File: src/rtl/uart_pkg.sv
// Shared definitions for the UART transmitter (and the future receiver).
//   - PARITY_* : parity-mode encodings for the PARITY_MODE parameter
//   - ST_*     : FSM state encoding used by uart_tx_param
//   - frame_bits() : number of serial bit periods in one frame
package uart_pkg;

  localparam int PARITY_NONE = 0;
  localparam int PARITY_EVEN = 1;
  localparam int PARITY_ODD  = 2;

  localparam logic [2:0] ST_IDLE   = 3'd0;
  localparam logic [2:0] ST_START  = 3'd1;
  localparam logic [2:0] ST_DATA   = 3'd2;
  localparam logic [2:0] ST_PARITY = 3'd3;
  localparam logic [2:0] ST_STOP   = 3'd4;
  localparam logic [2:0] ST_DONE   = 3'd5;

  // Start bit + data bits + optional parity bit + stop bits.
  function automatic int frame_bits(input int data_w, input int parity_mode, input int stop_bits);
    return 1 + data_w + ((parity_mode != PARITY_NONE) ? 1 : 0) + stop_bits;
  endfunction

endpackage

File: src/rtl/uart_baud_tick.sv
// Baud-rate divider: counts 0..CLKS_PER_BIT-1 while en=1 and raises tick
// (combinationally) on the terminal count, wrapping back to 0.
// Ports:
//   clk   in  system clock
//   rst_n in  asynchronous active-low reset
//   en    in  count enable (0 freezes the counter)
//   clr   in  synchronous clear, has priority over en
//   tick  out terminal-count strobe, only while en=1
module uart_baud_tick #(
  parameter int CLKS_PER_BIT = 16
) (
  input  logic clk,
  input  logic rst_n,
  input  logic en,
  input  logic clr,
  output logic tick
);

  localparam int CW = $clog2(CLKS_PER_BIT);
  localparam logic [CW-1:0] LAST = CW'(CLKS_PER_BIT - 1);

  logic [CW-1:0] count_reg;

  assign tick = en && (count_reg == LAST);

  always_ff @(posedge clk or negedge rst_n) begin
    if (!rst_n) begin
      count_reg <= '0;
    end else if (clr) begin
      count_reg <= '0;
    end else if (en) begin
      count_reg <= tick ? '0 : count_reg + 1'b1;
    end
  end

endmodule

File: src/rtl/uart_tx_param.sv
// Parametrised UART transmitter: start bit, DATA_W data bits LSB-first,
// optional parity bit, then STOP_BITS stop bits, CLKS_PER_BIT clocks per bit.
// Optional one-entry holding buffer for back-to-back frames: define
// UART_TX_BUF_EN (adds the buf_full output).
// Ports:
//   clk      in  system clock
//   rst_n    in  asynchronous active-low reset
//   enable   in  1 = run, 0 = freeze all state and outputs
//   start    in  send request, sampled while enable=1
//   data     in  word to send, captured when start is accepted
//   busy     out frame in progress
//   done     out one-cycle pulse after the last stop bit
//   buf_full out holding buffer occupied (UART_TX_BUF_EN only)
//   tx       out serial line, idle high, registered
module uart_tx_param
  import uart_pkg::*;
#(
  parameter int DATA_W       = 8,
  parameter int CLKS_PER_BIT = 16,
  parameter int PARITY_MODE  = PARITY_EVEN,
  parameter int STOP_BITS    = 1
) (
  input  logic              clk,
  input  logic              rst_n,
  input  logic              enable,
  input  logic              start,
  input  logic [DATA_W-1:0] data,
  output logic              busy,
  output logic              done,
`ifdef UART_TX_BUF_EN
  output logic              buf_full,
`endif
  output logic              tx
);

  localparam int IDX_W = $clog2(DATA_W);

  logic [2:0]        state_reg;
  logic [DATA_W-1:0] shift_reg;
  logic              parity_reg;
  logic [IDX_W-1:0]  bit_idx_reg;

  logic              run;
  logic              bit_tick;
  logic              accept;
  logic              restart;
  logic              last_data;
  logic              last_stop;
  logic [DATA_W-1:0] load_word;
  logic              tx_next;
  logic              busy_next;
  logic              done_next;

  function automatic logic frame_parity(input logic [DATA_W-1:0] word);
    return (PARITY_MODE == PARITY_ODD) ? ~^word : ^word;
  endfunction

  assign run       = enable && (state_reg inside {ST_START, ST_DATA, ST_PARITY, ST_STOP});
  assign accept    = enable && start && (state_reg == ST_IDLE);
  assign last_data = (bit_idx_reg == IDX_W'(DATA_W - 1));
  assign last_stop = (bit_idx_reg == IDX_W'(STOP_BITS - 1));

`ifdef UART_TX_BUF_EN
  logic [DATA_W-1:0] hold_reg;
  logic              hold_full_reg;
  logic              restart_done_reg;

  // End of the last stop bit with a word waiting: launch it directly.
  assign restart   = bit_tick && (state_reg == ST_STOP) && last_stop && hold_full_reg;
  assign load_word = accept ? data : hold_reg;
  assign buf_full  = hold_full_reg;
  // Delay the restart's done by one cycle so it lines up with the
  // non-buffered case (one cycle after the last stop period).
  assign done_next = (state_reg == ST_DONE) || restart_done_reg;

  always_ff @(posedge clk or negedge rst_n) begin
    if (!rst_n) begin
      hold_reg         <= '0;
      hold_full_reg    <= 1'b0;
      restart_done_reg <= 1'b0;
    end else if (enable) begin
      restart_done_reg <= restart;
      if (restart) begin
        hold_full_reg <= 1'b0;
      end else if (start && !hold_full_reg &&
                   (state_reg != ST_IDLE) && (state_reg != ST_DONE)) begin
        hold_reg      <= data;
        hold_full_reg <= 1'b1;
      end
    end
  end
`else
  assign restart   = 1'b0;
  assign load_word = data;
  assign done_next = (state_reg == ST_DONE);
`endif

  uart_baud_tick #(
    .CLKS_PER_BIT(CLKS_PER_BIT)
  ) u_baud (
    .clk  (clk),
    .rst_n(rst_n),
    .en   (run),
    .clr  (accept || restart),
    .tick (bit_tick)
  );

  // Outputs are a registered decode of the current state, so tx trails
  // the state by one cycle: acceptance at edge N shows tx=0 from edge N+1.
  always_comb begin
    tx_next = 1'b1;
    case (state_reg)
      ST_START:  tx_next = 1'b0;
      ST_DATA:   tx_next = shift_reg[0];
      ST_PARITY: tx_next = parity_reg;
      default:   tx_next = 1'b1;
    endcase
  end

  assign busy_next = (state_reg != ST_IDLE) && (state_reg != ST_DONE);

  always_ff @(posedge clk or negedge rst_n) begin
    if (!rst_n) begin
      state_reg   <= ST_IDLE;
      shift_reg   <= '0;
      parity_reg  <= 1'b0;
      bit_idx_reg <= '0;
      tx          <= 1'b1;
      busy        <= 1'b0;
      done        <= 1'b0;
    end else if (enable) begin
      tx   <= tx_next;
      busy <= busy_next;
      done <= done_next;
      if (accept || restart) begin
        // Parity is taken from the latched word, never from the line.
        shift_reg   <= load_word;
        parity_reg  <= frame_parity(load_word);
        bit_idx_reg <= '0;
        state_reg   <= ST_START;
      end else begin
        case (state_reg)
          ST_IDLE: begin
          end
          ST_START: begin
            if (bit_tick) state_reg <= ST_DATA;
          end
          ST_DATA: begin
            if (bit_tick) begin
              shift_reg <= shift_reg >> 1;
              if (last_data) begin
                bit_idx_reg <= '0;
                state_reg   <= (PARITY_MODE != PARITY_NONE) ? ST_PARITY : ST_STOP;
              end else begin
                bit_idx_reg <= bit_idx_reg + 1'b1;
              end
            end
          end
          ST_PARITY: begin
            if (bit_tick) state_reg <= ST_STOP;
          end
          ST_STOP: begin
            if (bit_tick) begin
              if (last_stop) begin
                bit_idx_reg <= '0;
                state_reg   <= ST_DONE;
              end else begin
                bit_idx_reg <= bit_idx_reg + 1'b1;
              end
            end
          end
          ST_DONE: state_reg <= ST_IDLE;
          default: state_reg <= ST_IDLE;
        endcase
      end
    end
  end

endmodule
File: config.mk
export PLATFORM = sky130hd
export DESIGN_NAME = uart_tx_param
export DESIGN_NICKNAME = d
export VERILOG_FILES = /design/src/rtl/uart_pkg.sv /design/src/rtl/uart_baud_tick.sv /design/src/rtl/uart_tx_param.sv
export SDC_FILE = /design/constraint.sdc
export NUM_CORES = 1
export LEC_CHECK = 0
export ABC_CLOCK_PERIOD_IN_PS = 2300
export CAP_MARGIN = 5
export CORE_UTILIZATION = 49
export DETAILED_ROUTE_END_ITERATION = 12
export GPL_TIMING_DRIVEN = 0
export PLACE_DENSITY = 0.71
export REMOVE_ABC_BUFFERS = 1
export SYNTH_ARGS = -nofsm -noshare
export SYNTH_HDL_FRONTEND = slang
export SYNTH_HIERARCHICAL = 1
export SYNTH_SLANG_ARGS = --single-unit
File: constraint.sdc
create_clock -name clk -period 2.3 [get_ports clk]
set_clock_uncertainty 0.05 [all_clocks]
set_input_delay 0.345 -clock clk [delete_from_list [all_inputs] [get_ports clk]]
set_output_delay 0.345 -clock clk [all_outputs]
set_load 0.02 [all_outputs]
# == Word-level counts from Yosys, hierarchy flattened ==
# Cells that the tools add are included.
# word_totals
regBits,22
out_inout_bits,3
elab_cells,64
in_bits,12
# classes
mux,21
eq_ne,15
n_addsub,2
reduce_logical,18
# ops
cell,n
$mux 3,12
$mux 8,3
$pmux 3 s5,1
$mux 4,3
$ne 3x2->1 const B,4
$eq 3x3->1 const B,3
$ne 3x3->1 const B,3
$reduce_and 8->1,1
$reduce_xor 8->1,1
$eq 3x2->1 const B,2
$logic_not 3->1,2
$pmux 3 s2,1
$reduce_bool 2->1,3
$reduce_bool 3->1,2
$logic_and 1x1->1,5
$add 4x1->4 const B,1
$eq 4x4->1 const B,1
$reduce_and 4->1,1
$reduce_bool 4->1,1
$add 3x1->3 const B,1
$eq 3x1->1 const B,1
$pmux 1 s3,1
$reduce_and 3->1,1
$ne 2x2->1 const B,1
$reduce_and 2->1,1

# == Longest topological paths before layout ==
# Gate-level depths: netlist (run 1).
# logic_depth
word_depth,7
mapped_depth,10
mapped_depth_nobuf,8

# == Modules after synthesis ==
# Netlist (run 1), hierarchy kept.
# modules_own_cells
module,area_per_inst_um2,n_inst,cells_each,seq_area_each_um2
uart_tx_param,1094.8,1,111,451.7
uart_baud_tick,205.2,1,22,100.1

# == Worst setup path before layout (run 1) ==
# OpenSTA, ideal clock, no wires.
# synth_path
kind,reg-to-reg
from,reg state_reg[1]
to,reg bit_idx_reg[1]
required_ns,2.125
synth_period_minus_slack_ns,2.256
path_buffers,1
setup_time_ns,0.125
stages_incl_launch_ff,10
t_arrival_ns,2.081
setup_slack_ns,0.044
cell_sequence,dfrtp_1 > buf_6 > o21a_1 > nor3b_1 > nand2_2 > nor2_1 > mux2i_1 > o21ai_1 > nand3b_1 > mux2_2
# synth_between
elab_chain_cells,6
elab_cells_between_ends,15
cone_classes,6 x eq/ne; 2 x mux; 7 x reduce/logical
# synth_lines
item,line,text
start: declaration,uart_tx_param.sv:38,logic [2:0] state_reg;
start signal: assignment,uart_tx_param.sv:153,state_reg <= (PARITY_MODE != PARITY_NONE) ? ST_PARITY : ST_STOP;
"$eq 3x1->1, or another cell as far along",uart_tx_param.sv:58,"assign run = enable && (state_reg inside {ST_START, ST_DATA, ST_PARITY, ST_STOP});"
$reduce_bool 4->1 (*),uart_tx_param.sv:58,
$logic_and 1x1->1 (*),uart_tx_param.sv:58,
named net run,uart_tx_param.sv:43,logic run;
$logic_and 1x1->1 (*),uart_baud_tick.sv:24,assign tick = en && (count_reg == LAST);
named net bit_tick,uart_tx_param.sv:44,logic bit_tick;
$ne 3x2->1 (no source line),-,
$reduce_and 4->1 (no source line) (*),-,
end signal: assignment,uart_tx_param.sv:155,bit_idx_reg <= bit_idx_reg + 1'b1;
end signal: assignment,uart_tx_param.sv:168,bit_idx_reg <= bit_idx_reg + 1'b1;
end: declaration,uart_tx_param.sv:41,logic [IDX_W-1:0] bit_idx_reg;
# The timed path passes the listed nets; every way through them passes the cells marked *.
# A chain may end at the register's enable or synchronous reset.

# == Final worst setup path (run 1) ==
# layout_path
from,reg state_reg[2]
to,reg bit_idx_reg[1]
# layout_between
elab_chain_cells,6
elab_cells_between_ends,15
cone_classes,6 x eq/ne; 2 x mux; 7 x reduce/logical
# layout_lines
item,line
"$eq 3x1->1, or another cell as far along",uart_tx_param.sv:58
$reduce_bool 4->1,uart_tx_param.sv:58
$logic_and 1x1->1,uart_tx_param.sv:58
$logic_and 1x1->1,uart_baud_tick.sv:24
$ne 3x2->1 (no source line),-
$reduce_and 4->1 (no source line),-
# Several ways; a longest one is shown, not always the timed one.

==> key figures, run 1 <==
Yosys
  • Post-synthesis cell count: 133
  • Mapped cell area: between 1000 and 1500 sq um
  • Synth warn: 6
  • Top cell type's share of synthesized area: between 40 and 50%
  • Number of synthesized flops with an enable pin: 0
  • Synth top area cells: dfrtp_1 (40%), mux2i_1 (7.7%), nand2_1 (4.9%), xnor2_1 (4.7%), o21ai_0 (4.2%)
  • Cell with the most instances after synthesis: dfrtp_1
  • Sequential share of the synthesized area: 42.44%
  • Most used DFF post-synth: dfrtp_1
  • Synthesized area per cell: roughly 10 sq um
  • Post-synthesis cell type count: 38
  • Ys async rst share: 100.0%
  • Synth cell count leaders: dfrtp_1 (21), nand2_1 (17), o21ai_0 (11), a21oi_1 (10), mux2i_1 (10)
  • Post-synth top area cell: dfrtp_1
  • Synthesis-stage register bit count: 22

Power
  • Int Pwr: 0.7480 mW
  • Switch share: between 20% and 30%
  • Sequential Power Share: 48.4%
  • Leak Pwr: 0.6316 nW
  • Switching power: 0.2880 mW
  • Combinational group share of total power: 22.6%
  • PwrDens: 666.7 nW/um^2
  • Max IR drop VDD: between 0.4 and 0.5 mV
  • Clock power share: ~29%

Routing
  • Top layer in use: met4
  • Vias per inst: 5.494
  • Post-route ant nets: 0
  • DR WL/cell: 13.26 um
  • DRT Pass-1 Iters: 4
  • Metal-1 WL: 1133 um
  • DRC violations left: 0
  • Initial DRC count: 21
  • WL met2: 1137 um
  • DR WL met3: between 80 and 90 um
  • Final Routed Wirelength: 2387 um
  • Via count: 989

Setup path
  • R2R setup slack: 140 ps
  • CP startpoint: state_reg[2]$_DFFE_PN0P_
  • RR Startpoint: state_reg[2]$_DFFE_PN0P_
  • Critical path required time: 2470 ps
  • CP endpoint kind: flip-flop
  • Kind of critical path: flip-flop to flip-flop
  • Reg2reg path depth: 4
  • Crit path DAT: about 2300 ps
  • Startpoint types: flip-flop
  • Reg2reg end: bit_idx_reg[1]$_DFFE_PN0P_
  • Worst Setup EP: bit_idx_reg[1]$_DFFE_PN0P_
  • CP max FO: 17

Die
  • Die Y: 53.51 um
  • Row count: 18
  • Core area: ~2500 sq um
  • I/O Pins: 15
  • Die Area: 2863 sq um
  • Initial Util: 52.00%
  • Die Wd: 53.51 um

Timing
  • Unrepaired setup endpoints after global routing: no
  • Final setup TNS: 0 ps
  • Peak Freq: 0.4623 GHz
  • Final Slew Violations: 0
  • Worst rel slew slack: 30.29%
  • Tmin final: 2163 ps
  • Actual slew at the worst max-slew pin: 1038 ps
  • Final Cycle Share: 94.05%
  • Setup Viol. Count Final: 0
  • Final Worst Setup Slack: 136.9 ps
  • Final Hold Fails: 0

Global routing
  • Grt ovf: 0
  • Vias in the first global route: 842
  • Initial antenna violation count: 0
  • First-pass GRT wire length: 3732 um
  • Largest net degree at the start of global routing: 23
  • GRT Total Usage: 18.62%

Final layout
  • Ratio of cells with drive above 1 in the final layout: 16.67%
  • Largest register FFs: 8
  • Nets: 167
  • Filler Cells Inserted: ~200
  • Area grow syn2layout: 19.54%
  • Antenna Cells: 0
  • Finished Core Util: 62.16%

Hold path
  • Hold Crit Class: flip-flop to flip-flop

Place
  • DP Wirelength: 1586 um
  • Worst slack at placement: -829.9 ps
  • Placer Congestion: 0.7349
  • Count of buffers from port buffering: 14

Clocking
  • Root buf cell: clkbuf_4
  • CTS Buf Count: 3
  • Clk sinks: 22
  • # hold bufs at CTS: 0
  • Clk Latency, worst-skew pair: 320 ps
  • H-tree Lvls: 1
  • CTS tree: done
  • Maximum clock path buffer count: 2
  • Worst-path clk slew: between 100 and 150 ps

Status
  • Outcome: finished, final reports clean

Job
  • Max-Cap Viols: 0
[worst min path at each step]
stage	startpoint	endpoint	slack [ps]	cells after the start
floorplan	rst_n	bit_idx_reg[0]$_DFFE_PN0P_	-0.6	0
global placement	shift_reg[0]$_DFFE_PN0P_	shift_reg[0]$_DFFE_PN0P_	410	2
detailed placement	shift_reg[0]$_DFFE_PN0P_	shift_reg[0]$_DFFE_PN0P_	420	2
CTS	shift_reg[0]$_DFFE_PN0P_	shift_reg[0]$_DFFE_PN0P_	450	2
global route	tx$_DFFE_PN1P_	tx$_DFFE_PN1P_	470	2
finish	shift_reg[0]$_DFFE_PN0P_	shift_reg[0]$_DFFE_PN0P_	450	2
[kinds of logic (layout without fill, tap and decap cells)]
| group | Yosys count | in the layout | synth area share (%) |
|---|---|---|---|
| simple gates | 44 | 44 | 18.77 |
| compound gates | 29 | 29 | 13.28 |
| flops | 22 | 22 | 42.44 |
| mux | 13 | 13 | 10.30 |
| buf+inv | 12 | 29 | 5.293 |
| xor+xnor | 9 | 9 | 6.064 |
| fa+ha+maj | 4 | 4 | 3.850 |
[worst max-delay path, stage by stage, from the launching register on]
cell and delay (ps):
dfrtp_2 480, buf_4 190, nor4_4 910, nor4b_1 140, mux2_2 300
[routing by layer]
layer | track usage (%) | vias up
met4 | 10.96 | 0
met1 | 23.53 | 464
met3 | 2.874 | 2
li1 | - | 500
met2 | 29.79 | 23
met5 | 0 | -
[area by class of cell]
| cell class | instances | area [sq um] | share of cell area [%] |
|---|---|---|---|
| well taps | 30 | 37.54 | 2.415 |
| clock inverters | 1 | 30.03 | 1.932 |
| inverters | 5 | 18.77 | 1.208 |
| flip-flops and latches | 22 | 555.5 | 35.75 |
| multi-input cells | 99 | 705.7 | 45.41 |
| repair buffers | 20 | 183.9 | 11.84 |
| clock buffers | 3 | 22.52 | 1.449 |
[cell usage in the layout, fill, tap and decap left out, types with 3 or more instances in the layout]
cell	count
dfrtp_1	18
nand2_1	17
clkdlybuf4s50_1	13
o21ai_0	11
mux2i_1	10
a21oi_1	10
nor2_1	7
xnor2_1	7
buf_4	6
inv_1	5
ha_1	4
mux2_2	3
nand3b_1	3
clkbuf_4	3
dfrtp_2	3
[power by group through the flow]
stage	clock network (mW)	logic (mW)	registers (mW)
after floorplan	0	0.164	0.496
after global placement	0	0.214	0.504
after detailed placement	0	0.230	0.507
after CTS	0.311	0.233	0.501
after global routing	0.321	0.267	0.511
final	0.300	0.235	0.502
[timing repair]
action / CTS / global route
endpoints found under the hold margin: 0 / 0
cloned: 0 / 0
buffers inserted: 1 / 5
pin swaps: 0 / 1
endpoints found under the setup margin: 14 / 12
gates resized for setup: 8 / 1
[per-stage QoR]
stage	instance area (sq um)	power (mW)	hold WS [ps]	std cells
2_1_floorplan	1250	0.6604	-0.5911	126
5_1_grt	1554	1.099	470.0	180
3_3_place_gp	1428	0.7176	413.4	170
3_5_place_dp	1428	0.7377	421.8	170
4_1_cts	1509	1.045	453.1	175
6_report	1554	1.036	452.9	180
No activity file was read; power rests on OpenSTA's default activity.
==> inputs of run 2 (changes only) <==
CORE_MARGIN = 1   (was not set)
==> results of run 2 <==
Same layout as run 1: the final DEF is identical, and so are final timing and power.
==> inputs of run 3 (changes only) <==
CAP_MARGIN = not set   (was 5)
==> results of run 3 <==
Same layout as run 1: the final DEF is identical, and so are final timing and power.
